File: src/rtl/mux4_pkg.sv
// Shared definitions for the 4-channel round-robin mux scheduler.
//   NUM_CH        number of request channels
//   SEL_W         width of the mux selector / channel index
//   DEFAULT_WIDTH default data width of the mux output
//   rr_next       round-robin scan: first requester after 'start', wrapping,
//                 with 'start' itself examined last
package mux4_pkg;

    localparam int unsigned NUM_CH        = 4;
    localparam int unsigned SEL_W         = 2;
    localparam int unsigned DEFAULT_WIDTH = 3;

    // Scans start+1, start+2, start+3, start+0. Returns start when nothing requests;
    // callers qualify the result with |req.
    function automatic logic [SEL_W-1:0] rr_next(input logic [SEL_W-1:0] start,
                                                 input logic [NUM_CH-1:0] req);
        logic [SEL_W-1:0] idx;
        logic             hit;
        rr_next = start;
        hit     = 1'b0;
        for (int i = 1; i <= NUM_CH; i++) begin
            // SEL_W-bit add wraps modulo NUM_CH; i == NUM_CH lands on start itself
            idx = start + SEL_W'(i);
            if (!hit && req[idx]) begin
                rr_next = idx;
                hit     = 1'b1;
            end
        end
    endfunction

endpackage

File: src/rtl/mux4_rr_scheduler_if.sv
// Handshake/bus bundle between the scheduler, the 4-to-1 mux and the consumer.
//   request   channel requests (into scheduler)
//   grant     one-hot grant (from scheduler)
//   selector  mux selector (from scheduler)
//   enable    mux enable (from scheduler)
//   mux_out   mux result (into scheduler)
//   out_data  registered captured word (from scheduler)
//   out_valid out_data holds an unconsumed word (from scheduler)
//   out_ready consumer accepts out_data (into scheduler)
// Modport master is the scheduler side, slave the surrounding environment.
interface mux4_rr_scheduler_if #(
    parameter int unsigned WIDTH = mux4_pkg::DEFAULT_WIDTH
);
    logic [mux4_pkg::NUM_CH-1:0] request;
    logic [mux4_pkg::NUM_CH-1:0] grant;
    logic [mux4_pkg::SEL_W-1:0]  selector;
    logic                        enable;
    logic [WIDTH-1:0]            mux_out;
    logic [WIDTH-1:0]            out_data;
    logic                        out_valid;
    logic                        out_ready;

    modport master (
        input  request, mux_out, out_ready,
        output grant, selector, enable, out_data, out_valid
    );

    modport slave (
        output request, mux_out, out_ready,
        input  grant, selector, enable, out_data, out_valid
    );

endinterface

File: src/rtl/mux4_rr_scheduler_pick.sv
// rr_pick4: combinational channel picker.
//   request_i    per-channel requests
//   last_grant_i channel captured most recently
//   continue_i   current streak may continue (owner still requesting, burst not exhausted)
//   pick_o       chosen channel
//   found_o      at least one channel is requesting
module rr_pick4
    import mux4_pkg::*;
(
    input  logic [NUM_CH-1:0] request_i,
    input  logic [SEL_W-1:0]  last_grant_i,
    input  logic              continue_i,
    output logic [SEL_W-1:0]  pick_o,
    output logic              found_o
);

    always_comb begin
        found_o = |request_i;
        if (continue_i) begin
            pick_o = last_grant_i;
        end else begin
            pick_o = rr_next(last_grant_i, request_i);
        end
    end

endmodule

File: src/rtl/mux4_rr_scheduler.sv
// mux4_rr_scheduler: round-robin scheduler with burst allowance driving a 4-to-1 mux.
// Picks one requesting channel per cycle, steers the mux to it, captures the mux result
// into a registered valid/ready output stage and returns a one-hot grant.
//   clock  rising-edge clock
//   reset  asynchronous active-high reset
//   bus    scheduler side of mux4_rr_scheduler_if (requests, grant, mux control,
//          captured output word and its valid/ready handshake)
module mux4_rr_scheduler
    import mux4_pkg::*;
#(
    parameter int unsigned WIDTH     = DEFAULT_WIDTH,
    parameter int unsigned MAX_BURST = 4
) (
    input  logic                clock,
    input  logic                reset,
    mux4_rr_scheduler_if.master bus
);

    localparam int unsigned        BurstW   = $clog2(MAX_BURST + 1);
    localparam logic [BurstW-1:0]  BurstMax = BurstW'(MAX_BURST);

    logic [SEL_W-1:0]  last_grant_q, last_grant_d;
    logic [BurstW-1:0] burst_q, burst_d;
    logic [WIDTH-1:0]  out_data_q, out_data_d;
    logic              out_valid_q, out_valid_d;

    logic              can_capture;
    logic              streak_cont;
    logic              capture;
    logic [SEL_W-1:0]  pick;
    logic              found;

    assign can_capture = !out_valid_q || bus.out_ready;
    assign streak_cont = bus.request[last_grant_q] && (burst_q != '0) && (burst_q < BurstMax);

    rr_pick4 u_pick (
        .request_i    (bus.request),
        .last_grant_i (last_grant_q),
        .continue_i   (streak_cont),
        .pick_o       (pick),
        .found_o      (found)
    );

    // Combinational outputs are forced quiet while reset is asserted.
    assign capture = can_capture && found && !reset;

    always_comb begin
        bus.grant    = '0;
        bus.enable   = 1'b0;
        bus.selector = '0;
        if (capture) begin
            bus.grant    = NUM_CH'(1) << pick;
            bus.enable   = 1'b1;
            bus.selector = pick;
        end else if (!reset) begin
            // Park on the last owner so the mux input stays stable between captures.
            bus.selector = last_grant_q;
        end
    end

    assign bus.out_data  = out_data_q;
    assign bus.out_valid = out_valid_q;

    always_comb begin
        last_grant_d = last_grant_q;
        burst_d      = burst_q;
        out_data_d   = out_data_q;
        out_valid_d  = out_valid_q;
        if (capture) begin
            out_data_d   = bus.mux_out;
            out_valid_d  = 1'b1;
            last_grant_d = pick;
            if (pick == last_grant_q && burst_q != '0) begin
                // A lone owner keeps winning past MAX_BURST; saturate so the count never
                // wraps back into the "streak may continue" range.
                burst_d = (burst_q == BurstMax) ? burst_q : burst_q + BurstW'(1);
            end else begin
                burst_d = BurstW'(1);
            end
        end else if (can_capture) begin
            // Free slot but nobody asked: the streak is broken.
            burst_d = '0;
            if (bus.out_ready) begin
                out_valid_d = 1'b0;
            end
        end
    end

    always_ff @(posedge clock or posedge reset) begin
        if (reset) begin
            last_grant_q <= SEL_W'(NUM_CH - 1);
            burst_q      <= '0;
            out_data_q   <= '0;
            out_valid_q  <= 1'b0;
        end else begin
            last_grant_q <= last_grant_d;
            burst_q      <= burst_d;
            out_data_q   <= out_data_d;
            out_valid_q  <= out_valid_d;
        end
    end

endmodule

File: src/flat_wrapper.sv
// flat-port wrapper written by rule: the top's interface ports become plain ports
module mux4_rr_scheduler_flat import mux4_pkg::*;
#(
    parameter int unsigned WIDTH     = DEFAULT_WIDTH,
    parameter int unsigned MAX_BURST = 4
)
  (clock, reset, bus_request, bus_mux_out, bus_out_ready, bus_grant, bus_selector, bus_enable, bus_out_data, bus_out_valid);
  mux4_rr_scheduler_if #(.WIDTH(WIDTH)) bus_i ();
  input  logic clock;
  input  logic reset;
  input wire logic [$bits(bus_i.request)-1:0] bus_request;
  input wire logic [$bits(bus_i.mux_out)-1:0] bus_mux_out;
  input wire logic [$bits(bus_i.out_ready)-1:0] bus_out_ready;
  output wire logic [$bits(bus_i.grant)-1:0] bus_grant;
  output wire logic [$bits(bus_i.selector)-1:0] bus_selector;
  output wire logic [$bits(bus_i.enable)-1:0] bus_enable;
  output wire logic [$bits(bus_i.out_data)-1:0] bus_out_data;
  output wire logic [$bits(bus_i.out_valid)-1:0] bus_out_valid;
  assign bus_i.request = bus_request;
  assign bus_i.mux_out = bus_mux_out;
  assign bus_i.out_ready = bus_out_ready;
  assign bus_grant = bus_i.grant;
  assign bus_selector = bus_i.selector;
  assign bus_enable = bus_i.enable;
  assign bus_out_data = bus_i.out_data;
  assign bus_out_valid = bus_i.out_valid;
  mux4_rr_scheduler #(.WIDTH(WIDTH), .MAX_BURST(MAX_BURST)) u_core (.clock(clock), .reset(reset), .bus(bus_i));
endmodule
File: config.mk
export PLATFORM = sky130hd
export DESIGN_NAME = mux4_rr_scheduler_flat
export DESIGN_NICKNAME = d
export VERILOG_FILES = /design/src/rtl/mux4_pkg.sv /design/src/rtl/mux4_rr_scheduler_if.sv /design/src/rtl/mux4_rr_scheduler_pick.sv /design/src/rtl/mux4_rr_scheduler.sv /design/src/flat_wrapper.sv
export SDC_FILE = /design/constraint.sdc
export NUM_CORES = 1
export LEC_CHECK = 0
export BUFFER_PORTS_ARGS = -buffer_cell sky130_fd_sc_hd__clkbuf_2
export CAP_MARGIN = 20
export CORE_MARGIN = 4
export CORE_UTILIZATION = 50
export DETAILED_ROUTE_END_ITERATION = 8
export GPL_TIMING_DRIVEN = 0
export PLACE_DENSITY = 0.76
export SLEW_MARGIN = 20
export SYNTH_ARGS = -nofsm -noshare
export SYNTH_HDL_FRONTEND = slang
export SYNTH_SLANG_ARGS = --single-unit
File: constraint.sdc
create_clock -name clock -period 3.5 [get_ports clock]
set_clock_uncertainty 0.05 [all_clocks]
set_input_delay 0.7 -clock clock [delete_from_list [all_inputs] [get_ports clock]]
set_output_delay 0.7 -clock clock [all_outputs]
set_load 0.01 [all_outputs]
==> results of run 1 <==
registers in the layout, summed over array words and instances, names as in the netlist:
register / count
u_core.last_grant_q: 2
u_core.bus.out_valid: 1
u_core.burst_q: 3
u_core.bus.out_data: 3
cell type report:
class	instances	area, sq um	share of cell area, %
Buffer	5	31.28	3.264
Timing Repair Buffer	18	90.09	9.399
Clock buffer	4	26.28	2.742
Tap cell	16	20.02	2.089
Multi-Input combinational cell	72	533.0	55.61
Inverter	8	30.03	3.133
Sequential cell	9	227.7	23.76
per-stage QoR:
stage          power [mW]  cells  utilization [%]
3_5_place_dp       0.5021    128            61.17
2_1_floorplan      0.4183     94                -
3_3_place_gp       0.4897    128            61.17
5_1_grt            0.6364    132            62.89
6_report           0.5830    132            62.89
4_1_cts            0.5865    132            62.89
kinds of logic after synthesis:
| group | count (synthesis) | synth area share [%] |
|---|---|---|
| XOR/XNOR | 1 | 1.066 |
| buffers and inverters | 13 | 7.458 |
| AO/OA/AOI/OAI | 24 | 23.90 |
| AND/OR/NAND/NOR | 39 | 27.24 |
| multiplexers | 6 | 9.590 |
| flip-flops | 9 | 27.70 |
| adder cells (fa/ha/maj) | 2 | 3.044 |
power groups by stage:
stage | combinational, mW | clock [mW] | sequential [mW]
floorplan | 0.269 | 0 | 0.149
global placement | 0.340 | 0 | 0.149
detailed placement | 0.352 | 0 | 0.150
CTS | 0.354 | 0.0845 | 0.148
global route | 0.390 | 0.0942 | 0.152
finish | 0.353 | 0.0818 | 0.148
layer usage:
layer | up-vias | part of all wire (%) | routed length, um
li1 | 388 | - | -
met5 | - | 0 | 0
met4 | 0 | 2.9 | 53
met1 | 366 | 43 | 799
met2 | 26 | 47 | 870
met3 | 8 | 6.6 | 121
critical path: cells and delay by family, from the launching register on:
kind	cells	cell delay, ns
simple gates	3	0.69
compound gates	2	0.52
flops	1	0.51
buf+inv	2	0.30
mux	1	0.26
synthesized netlist by cell type (all sizes together):
cell type	n	area, sq um
a21o	3	23.77
a21oi	2	10.01
a2bb2oi	3	32.53
a311o	1	10.01
a31oi	2	27.53
a32o	1	10.01
a41o	1	10.01
and2	2	12.51
buf	5	31.28
clkinv	2	7.510
dfrtp	7	175.2
dfstp	2	52.55
ha	2	25.02
inv	6	22.52
mux2	2	22.52
mux2i	3	30.03
mux4	1	26.28
nand2	13	51.30
nand2b	4	25.02
nand3	1	5.000
nor2	3	11.26
nor2b	2	12.51
nor3	4	25.02
nor3b	3	22.52
nor4	2	18.77
nor4b	1	8.760
o2111ai	1	8.760
o211ai	1	7.510
o21ai	6	30.03
o221ai	1	8.760
o31ai	1	7.510
o32a	1	10.01
or2	2	12.51
or4	2	18.77
xor2	1	8.760
path summary, 6_finish.rpt:
path,cells past startpoint,to,from
worst min-delay path,2,u_core.bus.out_valid,reset
max in group asynchronous,2,u_core.last_grant_q[1],reset
worst max-delay path,8,bus_grant[3],u_core.last_grant_q[0]
min in group clock,2,u_core.bus.out_data[2],u_core.bus.out_data[2]
worst max register to register,7,u_core.burst_q[2],u_core.last_grant_q[0]
worst min register to register,2,u_core.bus.out_data[2],u_core.bus.out_data[2]
==> impl_metrics.toml, run 1 <==
[sta]
timing.hold.ws_ns = 0.3698
fin_crit_ns = 3.276
setup_viol = 0
tns_ns = 0
setup_ws_ns = 0.2242
worst_pin_slew_ns = 0.3996
drv_slew = 0
fmax_mhz = 305.3
hold_viol_final = 0
slew_headroom_pct = 73.24
rsz0062_at_grt = "no"
layout_worst_path_cycle_share_pct = 93.59

[cells_and_area]
final_area_sq_um = 958.4
diodes = 0
drive_above_1_share_pct = 33.62
nets = 129
fill_cells = 146
mostFrequentLayoutCell = "clkbuf_2"
layout_common_cells = "clkbuf_2 (18), nand2_1 (12), dfrtp_1 (7)"
syn2layout_area_growth_pct = 16.59

[worst_setup_path]
worst_path_largest_cell_delay_ns = 0.51
cp-end-kind = "output port"
required_ns = 2.75
rrSetupSlack_ns = 1.32
crit_arrival_ns = 2.53
worstPathMaxFanout = 7
critPathKind = "flip-flop to output port"
crit_chain = "buf_2 -> nand2b_1 -> or4_1 -> a31oi_4 -> nor3_2 -> a32o_1 -> mux2_2 -> clkbuf_2"
cp_slowest_cell = "dfstp_2"
start_kind = "flip-flop"

[cts]
cts_root_buf = "clkbuf_4"
cts.sinks = 9
cts_setup_buffers = 0
tritoncts = "yes"
cts_made_buffers = 3
ctsResizeCount = 0
clock_latency_ns = 0.26
hold_buffers = 0
cts_max_path_buffers = 2
clkTransAtPathRegs_ns = 0.06
htree_levels = 1

[placed_design]
placed_area_sq_um = 932.1
gp_congestion = 0.8078
place_ws_ns = 0.2783
hpwl_um = 1428
io_buffers = 18

[hold_path]
hold_path.class = "input port to async pin"

[global_route]
grt_overflow = 0
antenna_found_initial = 0
grt_pass1_vias = 792
grt_use_met1_pct = 19.81
grt_pass1_wl_um = 3346
use_met3_pct = 5.215
grtUsageMet2_pct = 28.26
grt_max_degree = 12
grt_usage_pct = 17.07
grt.busiest_layer = "met2"

[drt]
vias = 788
drc = 0
post_drt_wl_per_cell_um = 13.97
totalWireLength_um = 1844
dr.pass1.iters = 4
antenna_left = 0
vias_per_cell = 5.970
drtIter0Drc = 13

[power_and_ir_drop]
seq_power_share_pct = 25.4
powerDensity_mw_per_mm2 = 608.2
clkPwrFrac_pct = 14.0
swShare_pct = 43.16
ir_worst_vdd_uv = 371.3
power_switching_mw = 0.2516
pwr-share-comb_pct = 60.6
p_leak_nw = 0.4624
intPower_mw = 0.3313

[logic_synthesis]
ys_seq_area_share_pct = 27.70
synth_area_per_cell_sq_um = 8.745
ys_warn_count = 0
yosys.cell_types.count = 43
syn-cell-area_sq_um = 822.0
ys_seq_elements = 9
synthCells = 94
synth_nets = 106

[floorplanning]
floorplan.initialDensity_pct = 53.94
core_region_area_sq_mm = 0.001524
design.die.area_sq_mm = 0.002357
io_pins = 21
dieHeight_um = 48.55
die_w_um = 48.55
rows = 14

[job]
maxCapViolCount = 0

[outcome]
run_status = "finished, final reports clean"
No activity file was read; power rests on OpenSTA's default activity.
==> run 2: changes to the inputs <==
--- a/config.mk
+++ b/config.mk
@@ -11,7 +11,7 @@
 export CORE_UTILIZATION = 50
 export DETAILED_ROUTE_END_ITERATION = 8
 export GPL_TIMING_DRIVEN = 0
-export PLACE_DENSITY = 0.76
+export PLACE_DENSITY = 0.75
 export SLEW_MARGIN = 20
 export SYNTH_ARGS = -nofsm -noshare
 export SYNTH_HDL_FRONTEND = slang
==> run 2 against run 1 <==
  * First-iteration DRC count up 31%
  * Power up 1.1%
  * Highest routed layer unchanged
  * Sequential power about the same
  * Via count up 0.63%
  * Setup slack worse by 0.041 ns
==> impl_metrics.toml, run 2 (synthesis results as in run 1) <==
[global_route]
antenna_found_initial = 0
grt_max_degree = 12
grt_pass1_wl_um = 3519
grt_pass1_vias = 824
grt_overflow = 0
grt_usage_pct = 18.25

[sta]
setup_viol = 0
slew_headroom_pct = 73.31
rsz0062_at_grt = "no"
timing.hold.ws_ns = 0.3516
fin_crit_ns = 3.317
worst_pin_slew_ns = 0.3985
fmax_mhz = 301.5
hold_viol_final = 0
tns_ns = 0
drv_slew = 0
layout_worst_path_cycle_share_pct = 94.76

[drt]
post_drt_wl_per_cell_um = 14.63
drc = 0
vias_per_cell = 6.008
antenna_left = 0
dr.pass1.iters = 4
vias = 793
drtIter0Drc = 17
totalWireLength_um = 1931

[power_and_ir_drop]
powerDensity_mw_per_mm2 = 615.0
ir_worst_vdd_uv = 340.7
p_leak_nw = 0.4624
power_mw = 0.5894

[floorplanning]
dieHeight_um = 48.55
floorplan.initialDensity_pct = 53.94
design.die.area_sq_mm = 0.002357
io_pins = 21
core_region_area_sq_mm = 0.001524
die_w_um = 48.55
rows = 14

[placed_design]
place_inst = 128
hpwl_um = 1467
gp_congestion = 0.8178
io_buffers = 18

[cts]
clock_latency_ns = 0.27
cts_made_buffers = 3
hold_buffers = 0
cts_root_buf = "clkbuf_4"
ctsResizeCount = 0
htree_levels = 1
cts.sinks = 9
clkTransAtPathRegs_ns = 0.06
tritoncts = "yes"
cts_max_path_buffers = 2
cts_setup_buffers = 0

[job]
maxCapViolCount = 0

[cells_and_area]
syn2layout_area_growth_pct = 16.59
nets = 129
diodes = 0
stdcell_count = 132
mostFrequentLayoutCell = "clkbuf_2"
layout_common_cells = "clkbuf_2 (18), nand2_1 (12), dfrtp_1 (7)"
regArea_sq_um = 227.7
multiInputGateArea_sq_um = 533.0
fill_cells = 130
drive_above_1_share_pct = 33.62

[worst_setup_path]
crit_family = "simple AND/OR/NAND/NOR gates"
cp-end-kind = "output port"
cp.depth = 8
cp_slowest_cell = "dfstp_2"
critPathKind = "flip-flop to output port"
crit_arrival_ns = 2.57
ff2ff_path_depth = 7
crit_chain = "buf_2 -> nand2b_1 -> or4_1 -> a31oi_4 -> nor3_2 -> a32o_1 -> mux2_2 -> clkbuf_2"
path_buf_inv = 2
worstPathMaxFanout = 7
worst_path_largest_cell_delay_ns = 0.52
start_kind = "flip-flop"
required_ns = 2.75

[outcome]
run_status = "finished, final reports clean"

[hold_path]
hold_path.class = "input port to async pin"
## run 2: power by group
part	switching (mW)	total, mW	internal [mW]
Sequential	0.0141	0.149	0.135
Combinational	0.205	0.357	0.153
Clock	0.0390	0.0831	0.0441
## run 2: through the flow
stage	setup WS, ns	cell area [sq um]	utilization [%]
2_1_floorplan	0.5277	822.0	-
3_3_place_gp	0.2834	932.1	61.17
3_5_place_dp	0.2550	932.1	61.17
4_1_cts	0.1973	958.4	62.89
5_1_grt	0.07138	958.4	62.89
6_report	0.1835	958.4	62.89
## run 2: area by class of cell
cell class / instances / area share, %
buffer: 5 / 3.264
clock buffer: 4 / 2.742
inverter: 8 / 3.133
multi-input combinational: 72 / 55.61
sequential: 9 / 23.76
tap: 16 / 2.089
timing repair buffer: 18 / 9.399
## run 2: path summary, 6_finish.rpt
kind,startpoint,slack (ns),to
max,u_core.last_grant_q[0],0.18,bus_grant[3]
min,reset,0.35,u_core.bus.out_valid
max reg2reg,u_core.last_grant_q[0],1.30,u_core.burst_q[2]
min reg2reg,u_core.bus.out_data[1],0.43,u_core.bus.out_data[1]
max in group asynchronous,reset,2.73,u_core.last_grant_q[1]
min in group clock,u_core.bus.out_data[1],0.43,u_core.bus.out_data[1]
## run 2: metal layers
metal	GRT usage, %	wire length (um)	up-vias
li1	-	-	389
met1	22.99	851	380
met2	29.13	971	21
met3	3.988	88	3
met4	8.969	21	0
met5	0	0	-
## run 2: worst register-to-register path, delay by kind of cell, from the launching register on
kind	cells	cell delay [ns]
AO/OA/AOI/OAI	3	0.57
multiplexers	1	0.58
AND/OR/NAND/NOR	1	0.07
buffers and inverters	2	0.30
flip-flops	1	0.52
